**src/rtl/pwm_ramp_gen.sv**
```systemverilog
// Multi-channel LED breathing generator: a prescaled ramp per channel drives a glitch-free PWM.
// Optional macro PHASE_OFFSET_EN staggers the reset duty of each channel into a chaser pattern.
module pwm_ramp_gen #(
  parameter int WIDTH    = 8,
  parameter int CHANNELS = 4,
  parameter int DIV      = 6250000,
  parameter int DIV_W    = 26
) (
  input  logic                      clk,
  input  logic                      rst,
  input  logic                      en,
  input  logic [1:0]                mode,
  input  logic [WIDTH-1:0]          step,
  output logic                      tick,
  output logic [CHANNELS*WIDTH-1:0] duty_out,
  output logic [CHANNELS-1:0]       pwm_out
);

  typedef enum logic [1:0] {
    MODE_TRI      = 2'd0,
    MODE_SAW_UP   = 2'd1,
    MODE_SAW_DOWN = 2'd2,
    MODE_HOLD     = 2'd3
  } mode_e;

  typedef enum logic {
    DIR_UP   = 1'b0,
    DIR_DOWN = 1'b1
  } dir_e;

  localparam logic [WIDTH-1:0] MAX  = {WIDTH{1'b1}};
  localparam logic [DIV_W-1:0] LAST = DIV_W'(DIV - 1);

  logic [DIV_W-1:0] cnt;
  logic [WIDTH-1:0] pwm_cnt;
  mode_e            mode_sel;

  assign mode_sel = mode_e'(mode);

  always_ff @(posedge clk) begin
    if (rst) begin
      cnt  <= '0;
      tick <= 1'b0;
    end else if (en) begin
      if (cnt == LAST) begin
        cnt  <= '0;
        tick <= 1'b1;
      end else begin
        cnt  <= cnt + DIV_W'(1);
        tick <= 1'b0;
      end
    end else begin
      tick <= 1'b0;
    end
  end

  // PWM timebase keeps running while the ramps are frozen so the LEDs stay lit.
  always_ff @(posedge clk) begin
    if (rst) pwm_cnt <= '0;
    else     pwm_cnt <= pwm_cnt + WIDTH'(1);
  end

  for (genvar i = 0; i < CHANNELS; i++) begin : g_ch
`ifdef PHASE_OFFSET_EN
    localparam logic [WIDTH-1:0] RST_DUTY = WIDTH'((i * (2 ** WIDTH)) / CHANNELS);
`else
    localparam logic [WIDTH-1:0] RST_DUTY = '0;
`endif

    logic [WIDTH-1:0] duty;
    logic [WIDTH-1:0] duty_nxt;
    logic [WIDTH-1:0] duty_lat;
    logic [WIDTH:0]   sum;
    logic             pwm_q;
    dir_e             dir;
    dir_e             dir_nxt;

    always_ff @(posedge clk) begin
      if (rst) begin
        duty <= RST_DUTY;
        dir  <= DIR_UP;
      end else if (tick) begin
        duty <= duty_nxt;
        dir  <= dir_nxt;
      end
    end

    assign sum = {1'b0, duty} + {1'b0, step};

    // A zero step must not flip dir even when sitting on a limit.
    always_comb begin
      duty_nxt = duty;
      dir_nxt  = dir;
      if (step != '0) begin
        case (mode_sel)
          MODE_TRI: begin
            if (dir == DIR_UP) begin
              if (sum >= {1'b0, MAX}) begin
                duty_nxt = MAX;
                dir_nxt  = DIR_DOWN;
              end else begin
                duty_nxt = sum[WIDTH-1:0];
              end
            end else begin
              if (duty <= step) begin
                duty_nxt = '0;
                dir_nxt  = DIR_UP;
              end else begin
                duty_nxt = duty - step;
              end
            end
          end
          MODE_SAW_UP:   duty_nxt = (sum > {1'b0, MAX}) ? '0 : sum[WIDTH-1:0];
          MODE_SAW_DOWN: duty_nxt = (duty < step) ? MAX : duty - step;
          default:       duty_nxt = duty;
        endcase
      end
    end

    // Latching only at the end of a PWM period keeps each period's pulse width consistent.
    always_ff @(posedge clk) begin
      if (rst) begin
        duty_lat <= '0;
        pwm_q    <= 1'b0;
      end else begin
        if (pwm_cnt == MAX) duty_lat <= duty;
        pwm_q <= (pwm_cnt < duty_lat);
      end
    end

    assign duty_out[i*WIDTH +: WIDTH] = duty;
    assign pwm_out[i]                 = pwm_q;
  end

endmodule
```
**config.mk**
```make
export PLATFORM = sky130hd
export DESIGN_NAME = pwm_ramp_gen
export DESIGN_NICKNAME = d
export VERILOG_FILES = /design/src/rtl/pwm_ramp_gen.sv
export SDC_FILE = /design/constraint.sdc
export NUM_CORES = 1
export LEC_CHECK = 0
export CAP_MARGIN = 20
export CORE_ASPECT_RATIO = 1.2
export CORE_MARGIN = 2
export CORE_UTILIZATION = 40
export DETAILED_ROUTE_END_ITERATION = 16
export GPL_TIMING_DRIVEN = 0
export PLACE_DENSITY_LB_ADDON = 0.05
export SYNTH_ARGS = -nofsm -noshare
export SYNTH_HDL_FRONTEND = slang
export SYNTH_SLANG_ARGS = --single-unit
```
**constraint.sdc**
```tcl
create_clock -name clk -period 4.6 [get_ports clk]
set_input_delay 0.69 -clock clk [delete_from_list [all_inputs] [get_ports clk]]
set_output_delay 0.69 -clock clk [all_outputs]
set_load 0.03 [all_outputs]
```
* Word level (Yosys, flattened, before mapping) *
Index checks and enable logic that the tools add are counted.
W data, S select, Z words.

storage, ports and cells
  output and inout port bits = 37
  word-level logic and storage cells = 98
  input port bits = 13
  bits in registers = 107

operators by class
  $lt $le $gt $ge = 20
  equality and inequality tests = 4
  bitwise logic cells = 1
  reductions and logical operators = 6
  add/subtract/negate cells = 10
  muxes and demuxes = 38

operators with widths
  cell                     number
  $mux W8                  20
  $pmux W8 S3              4
  $lt A8 B8 Y1             8
  $add A8 B8 Y9            4
  $ge A9 B8 Y1 const B     4
  $gt A9 B8 Y1 const B     4
  $le A8 B8 Y1             4
  $sub A8 B8 Y8            4
  $add A26 B1 Y26 const B  1
  $eq A26 B23 Y1 const B   1
  $mux W26                 1
  $mux W1                  13
  $add A8 B1 Y8 const B    1
  $eq A8 B8 Y1 const B     1
  $reduce_bool A8 Y1       1
  $reduce_and A3 Y1        2
  $reduce_bool A3 Y1       1
  $eq A2 B1 Y1 const B     1
  $eq A2 B2 Y1 const B     1
  $logic_not A2 Y1         1
  $reduce_or A2 Y1         1
  $not A1 Y1               1

* Logic depth before layout (Yosys ltp) *
Gate-level depths: netlist of the first run.

  depth after elaboration = 5
  gate-level depth with buffers = 12

* Worst setup path before layout of the first run *
No wires, ideal clock.

  kind = input to register
  from = in step[1]
  to = reg g_ch[1].duty[5]
  stages on the path = 9
  data arrival time = 3060 ps
  required time = 4483 ps
  buffers on the path = 0
  slack = 1423 ps
  path through = inv_1 -> ha_1 -> nand2b_1 -> a2111oi_4 -> o21ai_1 -> nor3b_1 -> a311oi_2 -> or3b_1 -> a32o_1

on the way
  cells in the longest elaborated chain, start to end = 5

RTL lines
  element                 line  text
  start: declaration      13    input logic [WIDTH-1:0] step,
  $add A8 B8 Y9           88    assign sum = {1'b0, duty} + {1'b0, step};
  $ge A9 B8 Y1            98    if (sum >= {1'b0, MAX}) begin
  $mux W8                 98
  $mux W8                 97    if (dir == DIR_UP) begin
  $pmux W8 S3             95    case (mode_sel)
  end signal: assignment  83    duty <= duty_nxt;
  end: declaration        70    logic [WIDTH-1:0] duty;

Parallel ways exist; a longest one is shown, timed or not.
A chain may end at the register's enable or synchronous reset.

* Final worst setup path of the first run *
  from = in step[4]
  to = reg g_ch[2].duty[5]

on the way
  cells in the longest elaborated chain, start to end = 5

RTL lines
  element                 line
  $add A8 B8 Y9           88
  $ge A9 B8 Y1            98
  $mux W8                 98
  $mux W8                 97
  $pmux W8 S3             95
  end signal: assignment  83
  end: declaration        70

Parallel ways exist; a longest one is shown, timed or not.

==> results of run 1 <==
final timing paths:
| kind | end | start | slack (ns) |
|---|---|---|---|
| max | g_ch[2].duty[5] | step[4] | 0.11 |
| min | g_ch[2].duty_lat[6] | g_ch[2].duty_lat[6] | 0.45 |
| max reg2reg | g_ch[0].duty[4] | g_ch[0].duty[0] | 1.16 |
| min reg2reg | g_ch[2].duty_lat[6] | g_ch[2].duty_lat[6] | 0.45 |
routing by layer:
metal  track usage  wire length [um]  vias to the layer above
met4       0.09609              1000                        0
met2        0.4396             14780                      263
li1              -                 -                     4309
met3       0.02518              1311                       58
met1        0.3394             13870                     4123
met5             0                 0                        -
Yosys cell counts (25+ instances only):
library cell / n
nor3_1: 25
nor2_1: 97
nand2_1: 117
nand3_1: 29
dfxtp_1: 107
inv_1: 76
a21oi_1: 73
o21ai_0: 57
ha_1: 98
xnor2_1: 30
xor2_1: 36
nor2b_1: 27
clkbuf_1: 50
logic make-up (layout without fill, tap and decap cells):
family | after synthesis | in the layout
flops | 107 | 107
compound gates | 323 | 323
fa+ha+maj | 106 | 106
buf+inv | 141 | 207
mux | 5 | 5
xor+xnor | 66 | 66
simple gates | 412 | 412
layout by cell type (no fill, tap or decap), drive strengths merged, types with 6 or more instances in the layout:
master,instances
a2111oi,10
a211oi,22
a21o,17
a21oi,76
a221oi,6
a31oi,17
a32o,9
and3,10
buf,17
clkbuf,59
clkdlybuf4s50,46
dfxtp,107
fa,8
ha,98
inv,80
nand2,117
nand2b,21
nand3,29
nand3b,7
nand4,17
nor2,98
nor2b,29
nor3,25
nor4,19
o2111ai,8
o211ai,15
o21a,11
o21ai,60
o31ai,10
or2,8
or3,9
xnor2,30
xor2,36
registers in the layout (all words and copies together) (netlist names):
register and count:
g_ch.dir 4, pwm_cnt 8, g_ch.pwm_q 4, g_ch.duty_lat 32
g_ch.duty 32, tick 1, cnt 26
report_power, final:
group / leakage (nW) / switching (mW) / total [mW] / internal [mW]
clock: 0.147 / 0.426 / 0.811 / 0.385
combinational: 2.88 / 0.234 / 0.363 / 0.129
sequential: 0.863 / 0.00862 / 0.942 / 0.933
total: 3.89 / 0.669 / 2.12 / 1.45
stage by stage:
step                cells  setup TNS, ns  area, um2  worst slack, ns  hold WS [ns]
floorplan            1160              0       9070            1.423        0.4363
global placement     1486         -5.678       9889          -0.4803        0.4431
CTS                  1505              0      10210           0.1555        0.4583
detailed placement   1486         -6.022       9889          -0.5213        0.4475
finish               1505              0      10210           0.1078        0.4548
global route         1505              0      10210          0.05062        0.4769
worst reg2reg max path: stages, from the launching register on:
cell      delay [ns]
dfxtp_1         0.45
ha_1            0.22
inv_1           0.06
fa_1            0.40
or2_2           0.33
a211oi_1        0.60
o211ai_1        0.28
nand3_1         0.32
o21ai_0         0.15
a221oi_1        0.39
nor3_1          0.09
area by class of cell:
| cell class | count | area [um2] | area share |
|---|---|---|---|
| Multi-Input combinational cell | 912 | 6364 | 0.6231 |
| Sequential cell | 107 | 2142 | 0.2097 |
| Timing Repair Buffer | 50 | 495.5 | 0.04851 |
| Tap cell | 279 | 349.1 | 0.03418 |
| Inverter | 77 | 292.8 | 0.02867 |
| Buffer | 64 | 275.3 | 0.02695 |
| Clock buffer | 9 | 225.2 | 0.02205 |
| Clock inverter | 7 | 70.07 | 0.006860 |
repair_timing:
item / CTS / global route
buffers inserted: 3 / 0
hold endpoints to repair: 0 / 0
resized for setup: 1 / 1
endpoints found under the setup margin: 2 / 1
cloned: 0 / 0
==> flow_summary_export.csv, run 1 <==
group,metric,value,unit
status,outcome,"completed",
clocking,clockBufferDepth,2,
clocking,clk_latency,0.37,ns
pwr,power,2.116,mW
pwr,powerDensity,207.1,mW/mm2
yosys,syn-mean-instance-area,7.819,um2
clocking,clkTransAtPathRegs,0.09,ns
critical_path,startpoint_type,"input port",
yosys,ys_ff_latch,107,
final_layout,antennaDiodeCount,0,
critical_path,crit_cells,11,
clocking,cts.sinks,107,
timing,tightestPinTransition,0.9328,ns
yosys,synth_top_cell_by_area,"dfxtp_1",
yosys,netlist_instances,1160,
timing,slew-limit-headroom,0.3728,
yosys,synth_edf_count,0,
final_layout,fillers,2326,
drt,wl,30970,um
yosys,yosysWarnings,0,
drt,antenna_left,0,
placement,dp.final_hpwl,23490,um
critical_path,critPathTopFamily,"buffers and inverters",
worst_hold_path,min_path_cells,2,
pwr,worst_ir_drop_vdd,0.1994,mV
global_route,grt_pass1_vias,8411,
global_route,overflow,0,
final_layout,syn_to_final_growth,12.61,%
yosys,synth-compound-area-share,0.2547,
floorplan,die_w,141.5,um
yosys,yosys.area_share.simple,0.2246,
yosys,synth_area,0.009070,mm2
global_route,track_usage,0.2586,
critical_path,arrival,4.75,ns
yosys,synthXorXnorAreaFrac,0.06373,
worst_hold_path,hold_path_class,"flop to flop",
yosys,async_reset_ff_frac,0,
yosys,synthTopCellsByArea,"dfxtp_1, ha_1, nand2_1, a21oi_1, nor2_1",
clocking,numCtsBuffers,9,
drt,viasPerCell,5.816,
final_layout,nets,1340,
floorplan,die_height,169.0,um
global_route,antenna_found_initial,0,
timing,rsz0062_at_grt,"false",
yosys,synth_mux_area_frac,0.005794,
drt,dr.pass1.iters,5,
drt,wl_per_cell,20.58,um
floorplan,rows,60,
critical_path,path_max_fanout,10,
clocking,cts_max_level,3,
critical_path,required,4.86,ns
yosys,synthDistinctLibCells,86,
floorplan,die-area,0.02390,mm2
clocking,cts-root-buf,"clkbuf_16",
critical_path,worstRegToRegCells,10,
critical_path,crit_path_end_kind,"flop",
critical_path,crit_path_max_incr_delay,0.94,ns
pwr,power.leakage,3.885,nW
yosys,synth_top_family_by_area,"compound AO/OA/AOI/OAI gates",
yosys,ys_seq_area_frac,0.2362,
timing,slew_violations,0,
drt,drt-initial-drc-count,537,
timing,clock.fmax,222.6,MHz
clocking,cts_tree,"yes",
floorplan,io_pins,50,
global_route,grt_max_degree,21,
timing,skew,0.01133,ns
final_layout,fin_util,0.4565,
critical_path,setup.worst_path.class,"input port to flop",
critical_path,crit_path_frequent_cell,"nand3_1",
drt,via_count,8753,
yosys,synth.top_cell.area_share,0.2362,
final_layout,drive_gt1_frac,0.05628,
placement,portBuffers,47,
global_route,grt_pass1_wl,48100,um
floorplan,initial_core_util,0.4054,
flow_run,max_cap_violations,0,
critical_path,path_buf_inv,3,
timing,final-hold-violation-count,0,
yosys,synthAdderAreaFrac,0.1528,
clocking,hold_buffers,0,
critical_path,cp_cell_sequence,"clkdlybuf4s50_1 -> inv_1 -> ha_1 -> clkbuf_1 -> nand3_1 -> o22ai_1 -> o31ai_2 -> nor2_1 -> nand3_1 -> o21a_1 -> a2111oi_2",
drt,remaining_drc_errors,0,
timing,period_share,0.9766,
placement,gp_congestion,0.9239,
floorplan,core_region_area,0.02237,mm2
timing,min_period,4.492,ns
critical_path,crit_slowest_cell,"clkdlybuf4s50_1",
timing,setup_violations,0,
yosys,dominantRegCellSynth,"dfxtp_1",
yosys,synth.net_count,1279,
Note: power is estimated with default switching activity, not from simulation.
==> run 2, diff against run 1 <==
--- a/config.mk
+++ b/config.mk
@@ -5,13 +5,13 @@
 export SDC_FILE = /design/constraint.sdc
 export NUM_CORES = 1
 export LEC_CHECK = 0
-export CAP_MARGIN = 20
+export CAP_MARGIN = 15
 export CORE_ASPECT_RATIO = 1.2
-export CORE_MARGIN = 2
 export CORE_UTILIZATION = 40
 export DETAILED_ROUTE_END_ITERATION = 16
 export GPL_TIMING_DRIVEN = 0
 export PLACE_DENSITY_LB_ADDON = 0.05
+export SLEW_MARGIN = 10
 export SYNTH_ARGS = -nofsm -noshare
 export SYNTH_HDL_FRONTEND = slang
 export SYNTH_SLANG_ARGS = --single-unit
==> run 2 against run 1 <==
- die area fell by 2.6%
- register-to-register slack improved by 0.09 ns
- clock skew down 0.0019 ns
- sequential power is essentially flat
- utilization about the same
- non-clock buffer count increased by 2
==> flow_summary_export.csv, run 2 (same netlist as run 1, synthesis figures left out) <==
group,metric,value,unit
timing,rsz0062_at_grt,"false",
pwr,power,2.103,mW
critical_path,cp_cell_sequence,"clkdlybuf4s50_1 -> inv_1 -> ha_1 -> buf_2 -> nand2b_1 -> a211oi_1 -> o21ai_0 -> a211oi_1 -> a21oi_2 -> a2111oi_2",
timing,timing.hold.ws,0.4553,ns
pwr,power.leakage,3.881,nW
placement,gp_congestion,0.9164,
drt,wl,30710,um
critical_path,worstRegToRegCells,9,
global_route,overflow,0,
clocking,clk_latency,0.37,ns
timing,clock.fmax,226.8,MHz
final_layout,syn_to_final_growth,12.72,%
worst_hold_path,min_path_cells,2,
global_route,grt_max_degree,21,
placement,dp.final_hpwl,23510,um
timing,slew_violations,0,
final_layout,top_regs,"g_ch.duty x32, g_ch.duty_lat x32, cnt x26",
critical_path,crit_path_max_incr_delay,0.87,ns
clocking,clkTransAtPathRegs,0.08,ns
critical_path,crit_slowest_cell,"clkdlybuf4s50_1",
timing,setup_violations,0,
timing,skew,0.009418,ns
pwr,switchingPower,655.7,uW
drt,wl_per_cell,20.38,um
critical_path,required,4.84,ns
critical_path,setup.worst_path.class,"input port to flop",
status,outcome,"completed",
timing,slew-limit-headroom,0.3982,
global_route,grt_pass1_vias,8527,
floorplan,initial_core_util,0.4054,
clocking,cts_max_level,3,
worst_hold_path,hold_path_class,"flop to flop",
clocking,numCtsBuffers,9,
timing,period_share,0.9583,
pwr,p_sw_frac,0.3119,
final_layout,final_common_cell,"nand2_1",
critical_path,crit_path_frequent_cell,"a211oi_1",
pwr,p_clk_frac,0.380,
placement,portBuffers,47,
clocking,cts_tree,"yes",
pwr,pwr-share-comb,0.173,
flow_run,max_cap_violations,0,
drt,via_count,8791,
drt,antenna_left,0,
timing,final-hold-violation-count,0,
clocking,cts.sinks,107,
global_route,grt_pass1_wl,48100,um
timing,min_period,4.408,ns
floorplan,rows,60,
floorplan,io_pins,50,
clocking,cts-root-buf,"clkbuf_16",
floorplan,die-area,0.02328,mm2
pwr,p_int,1.447,mW
drt,viasPerCell,5.833,
pwr,powerDensity,205.7,mW/mm2
clocking,clockBufferDepth,2,
critical_path,crit_path_end_kind,"flop",
floorplan,die_w,139.5,um
pwr,worst_ir_drop_vdd,0.1593,mV
final_layout,instances_no_fill,1507,
critical_path,path_max_fanout,8,
pwr,seqPwrFrac,0.448,
drt,drt-initial-drc-count,455,
critical_path,arrival,4.65,ns
floorplan,core_region_area,0.02237,mm2
timing,tightestPinTransition,0.8950,ns
floorplan,die_height,167.0,um
final_layout,nets,1342,
drt,remaining_drc_errors,0,
global_route,track_usage,0.2667,
final_layout,drive_gt1_frac,0.05782,
final_layout,final_cell_mix,"nand2_1, dfxtp_1, ha_1",
critical_path,startpoint_type,"input port",
placement,dp.cells,1486,
final_layout,antennaDiodeCount,0,
drt,dr.pass1.iters,5,
global_route,antenna_found_initial,0,
run 2: what timing repair did:
action                     4_1_cts  5_1_grt
buffers inserted                 0        5
setup endpoints to repair        0        4
hold endpoints to repair         0        0
gates resized for setup          0        1
hold buffers                     0        0
run 2: per-stage QoR:
step,setup TNS (ns),cell area [um2],util,worst slack (ns)
floorplan,0,9070,-,1.423
global placement,-4.599,9889,0.4421,-0.4179
detailed placement,-3.498,9889,0.4421,-0.3238
CTS,0,10180,0.4551,0.03500
global route,0,10220,0.4570,0.1053
finish,0,10220,0.4570,0.1918
run 2: layout make-up:
| cell class | count | area [um2] |
|---|---|---|
| plain buffers | 64 | 275.3 |
| clock buffers | 9 | 225.2 |
| clock inverters | 7 | 67.56 |
| fillers | 2293 | 12150 |
| inverters | 77 | 292.8 |
| multi-input cells | 912 | 6364 |
| flip-flops and latches | 107 | 2142 |
| well taps | 279 | 349.1 |
| repair buffers | 52 | 508.0 |
run 2: routing by layer:
layer  global-route usage  wire length, um
met4               0.1222             1104
met5                    0                0
met2               0.4601            14590
met1               0.3293            13700
met3              0.03278             1314
run 2: power by group through the flow:
stage	registers [mW]	logic, mW	clock network [mW]
4_1_cts	0.941	0.355	0.816
3_5_place_dp	0.963	0.353	0
3_3_place_gp	0.964	0.353	0
5_1_grt	0.943	0.394	0.844
6_report	0.941	0.363	0.798
2_1_floorplan	0.960	0.238	0
run 2: worst max-delay path: cells and delay by family:
kind            cells  cell delay, ns
fa+ha+maj           1            0.37
buf+inv             3            1.40
compound gates      5            1.98
simple gates        1            0.19
run 2: worst paths after layout:
kind | from | endpoint | slack, ns
min | g_ch[3].duty_lat[2] | g_ch[3].duty_lat[2] | 0.46
min reg2reg | g_ch[3].duty_lat[2] | g_ch[3].duty_lat[2] | 0.46
max reg2reg | g_ch[3].duty[0] | g_ch[3].duty[2] | 1.25
max | step[2] | g_ch[2].duty[5] | 0.19
==> run 3, diff against run 2 <==
--- a/config.mk
+++ b/config.mk
@@ -10,6 +10,7 @@
 export CORE_UTILIZATION = 40
 export DETAILED_ROUTE_END_ITERATION = 16
 export GPL_TIMING_DRIVEN = 0
+export MAX_ROUTING_LAYER = met4
 export PLACE_DENSITY_LB_ADDON = 0.05
 export SLEW_MARGIN = 10
 export SYNTH_ARGS = -nofsm -noshare
==> constraint.sdc (replaced) <==
create_clock -name clk -period 5.4 [get_ports clk]
set_input_delay 0.81 -clock clk [delete_from_list [all_inputs] [get_ports clk]]
set_output_delay 0.81 -clock clk [all_outputs]
set_load 0.03 [all_outputs]
==> run 3 against run 2 <==
- flip-flop and latch count did not move
- die area did not move
- clock power fell by 15%
- utilization fell by 0.19 points
- non-clock buffer count fell by 5
- hold slack improved by 0.00094 ns
- clock skew fell by 0.00051 ns
- setup slack improved by 0.39 ns
- sequential share of layout area rose by 0.088 points
- count of clock-buffer cells in the layout did not move
- final area fell by 0.42%
- largest cell class unchanged
- largest power group unchanged
==> flow_summary_export.csv, run 3 (same netlist as run 1, synthesis figures left out) <==
group,metric,value,unit
flow_run,max_cap_violations,0,
timing,setup_violations,0,
critical_path,critPathLaunch,"step[1]",
clocking,clkTransAtPathRegs,0.08,ns
drt,remaining_drc_errors,0,
timing,timing.hold.ws,0.4562,ns
global_route,track_usage,0.2739,
timing,period_share,0.8916,
final_layout,syn_to_final_growth,12.25,%
final_layout,fillers,2332,
drt,drt-initial-drc-count,530,
final_layout,instances_no_fill,1502,
pwr,powerDensity,175.6,mW/mm2
clocking,hold_buffers,0,
final_layout,top_regs,"g_ch.duty x32, g_ch.duty_lat x32, cnt x26",
clocking,clockBufferDepth,2,
critical_path,path_max_fanout,10,
placement,dp.final_hpwl,23310,um
global_route,antenna_found_initial,0,
critical_path,r2r_start,"g_ch[0].duty[0]",
status,outcome,"completed",
final_layout,final_common_cell,"nand2_1",
drt,wl_per_cell,20.39,um
clocking,cts-root-buf,"clkbuf_16",
timing,slew_violations,0,
floorplan,io_pins,50,
critical_path,r2r_slack,1.89,ns
critical_path,path_buf_inv,2,
critical_path,critPathTopFamily,"buffers and inverters",
critical_path,crit_path_end_kind,"flop",
worst_hold_path,hold_path_class,"flop to flop",
clocking,cts.sinks,107,
floorplan,rows,60,
critical_path,required,5.62,ns
critical_path,reg2reg_to,"g_ch[0].duty[4]",
critical_path,cp_cell_sequence,"clkdlybuf4s50_1 -> inv_1 -> fa_1 -> or2_2 -> a211oi_1 -> o211ai_1 -> nand3_1 -> o21ai_0 -> a221oi_1 -> nor3_1",
pwr,power,1.788,mW
final_layout,final_cell_area,0.01018,mm2
clocking,cts_resized,0,
final_layout,multiInputGateArea,0.006364,mm2
drt,via_count,8758,
clocking,numCtsBuffers,9,
clocking,postCtsSetupRepairBufs,0,
timing,rsz0062_at_grt,"false",
floorplan,die_w,139.5,um
critical_path,arrival,5.04,ns
timing,tightestPinTransition,0.9067,ns
worst_hold_path,holdPathEnd,"g_ch[1].duty_lat[2]",
placement,placed_area,0.009889,mm2
drt,antenna_left,0,
drt,wl,30630,um
timing,clock.fmax,207.7,MHz
worst_hold_path,hold_start,"g_ch[1].duty_lat[2]",
drt,dr.pass1.iters,5,
critical_path,crit_path_max_incr_delay,0.91,ns
global_route,grt_pass1_vias,8272,
global_route,grt_max_degree,21,
floorplan,die-area,0.02328,mm2
global_route,grt_pass1_wl,47320,um
critical_path,startpoint_type,"input port",
floorplan,die_height,167.0,um
clocking,cts_tree,"yes",
timing,min_period,4.815,ns
critical_path,worstRegToRegCells,10,
critical_path,crit_slowest_cell,"clkdlybuf4s50_1",
clocking,clk_latency,0.37,ns
drt,viasPerCell,5.831,
final_layout,antennaDiodeCount,0,
placement,gp_congestion,0.9353,
timing,skew,0.008904,ns
final_layout,final_cell_mix,"nand2_1, dfxtp_1, ha_1",
clocking,cts_max_level,3,
floorplan,core_region_area,0.02237,mm2
critical_path,setup.worst_path.class,"input port to flop",
final_layout,regArea,0.002142,mm2
pwr,power.leakage,3.858,nW
placement,portBuffers,47,
final_layout,nets,1337,
final_layout,drive_gt1_frac,0.05315,
placement,dp.cells,1486,
timing,fin_setup_tns,0,ns
floorplan,initial_core_util,0.4054,
timing,slew-limit-headroom,0.3904,
pwr,worst_ir_drop_vdd,0.1198,mV
global_route,overflow,0,
timing,final-hold-violation-count,0,
worst_hold_path,min_path_cells,2,
run 3: routing by layer:
metal	part of all wire	GRT usage	wire length, um
met3	0.045	0.02214	1371
met4	0.033	0.1174	1003
met2	0.48	0.4531	14650
met5	0	-	0
met1	0.44	0.3412	13610
run 3: layout make-up:
type,count,share of cell area
clock inverters,7,0.006513
clock buffers,9,0.02212
well taps,279,0.03429
repair buffers,47,0.04621
flip-flops and latches,107,0.2104
plain buffers,64,0.02704
inverters,77,0.02839
multi-input cells,912,0.6250
run 3: worst register-to-register path, delay by kind of cell, from the launching register on:
| kind | cells | cell delay [ns] |
|---|---|---|
| and+or+nand+nor | 3 | 0.77 |
| adders and majority gates | 2 | 0.65 |
| DFF | 1 | 0.49 |
| buffers and inverters | 1 | 0.06 |
| AOI/OAI and AO/OA | 4 | 1.40 |
run 3: worst max-delay path by stage:
stage                     cells past startpoint  slack (ns)              end
final                                        10        0.59  g_ch[0].duty[4]
after global placement                       10        0.25  g_ch[0].duty[4]
after detailed placement                     10        0.24  g_ch[0].duty[4]
after floorplan                               9        2.10  g_ch[1].duty[5]
after global routing                         10        0.42  g_ch[0].duty[4]
after CTS                                    10        0.61  g_ch[0].duty[4]
run 3: per-stage QoR:
step                setup slack, ns    util
CTS                          0.6139  0.4551
global placement             0.2495  0.4421
finish                       0.5855  0.4551
floorplan                     2.103       -
global route                 0.4217  0.4551
detailed placement           0.2371  0.4421
run 3: power breakdown:
group | switching, mW | leakage [nW] | internal [mW]
Combinational | 0.197 | 2.86 | 0.108
Clock | 0.355 | 0.138 | 0.326
Sequential | 0.00705 | 0.863 | 0.795
Total | 0.559 | 3.86 | 1.23
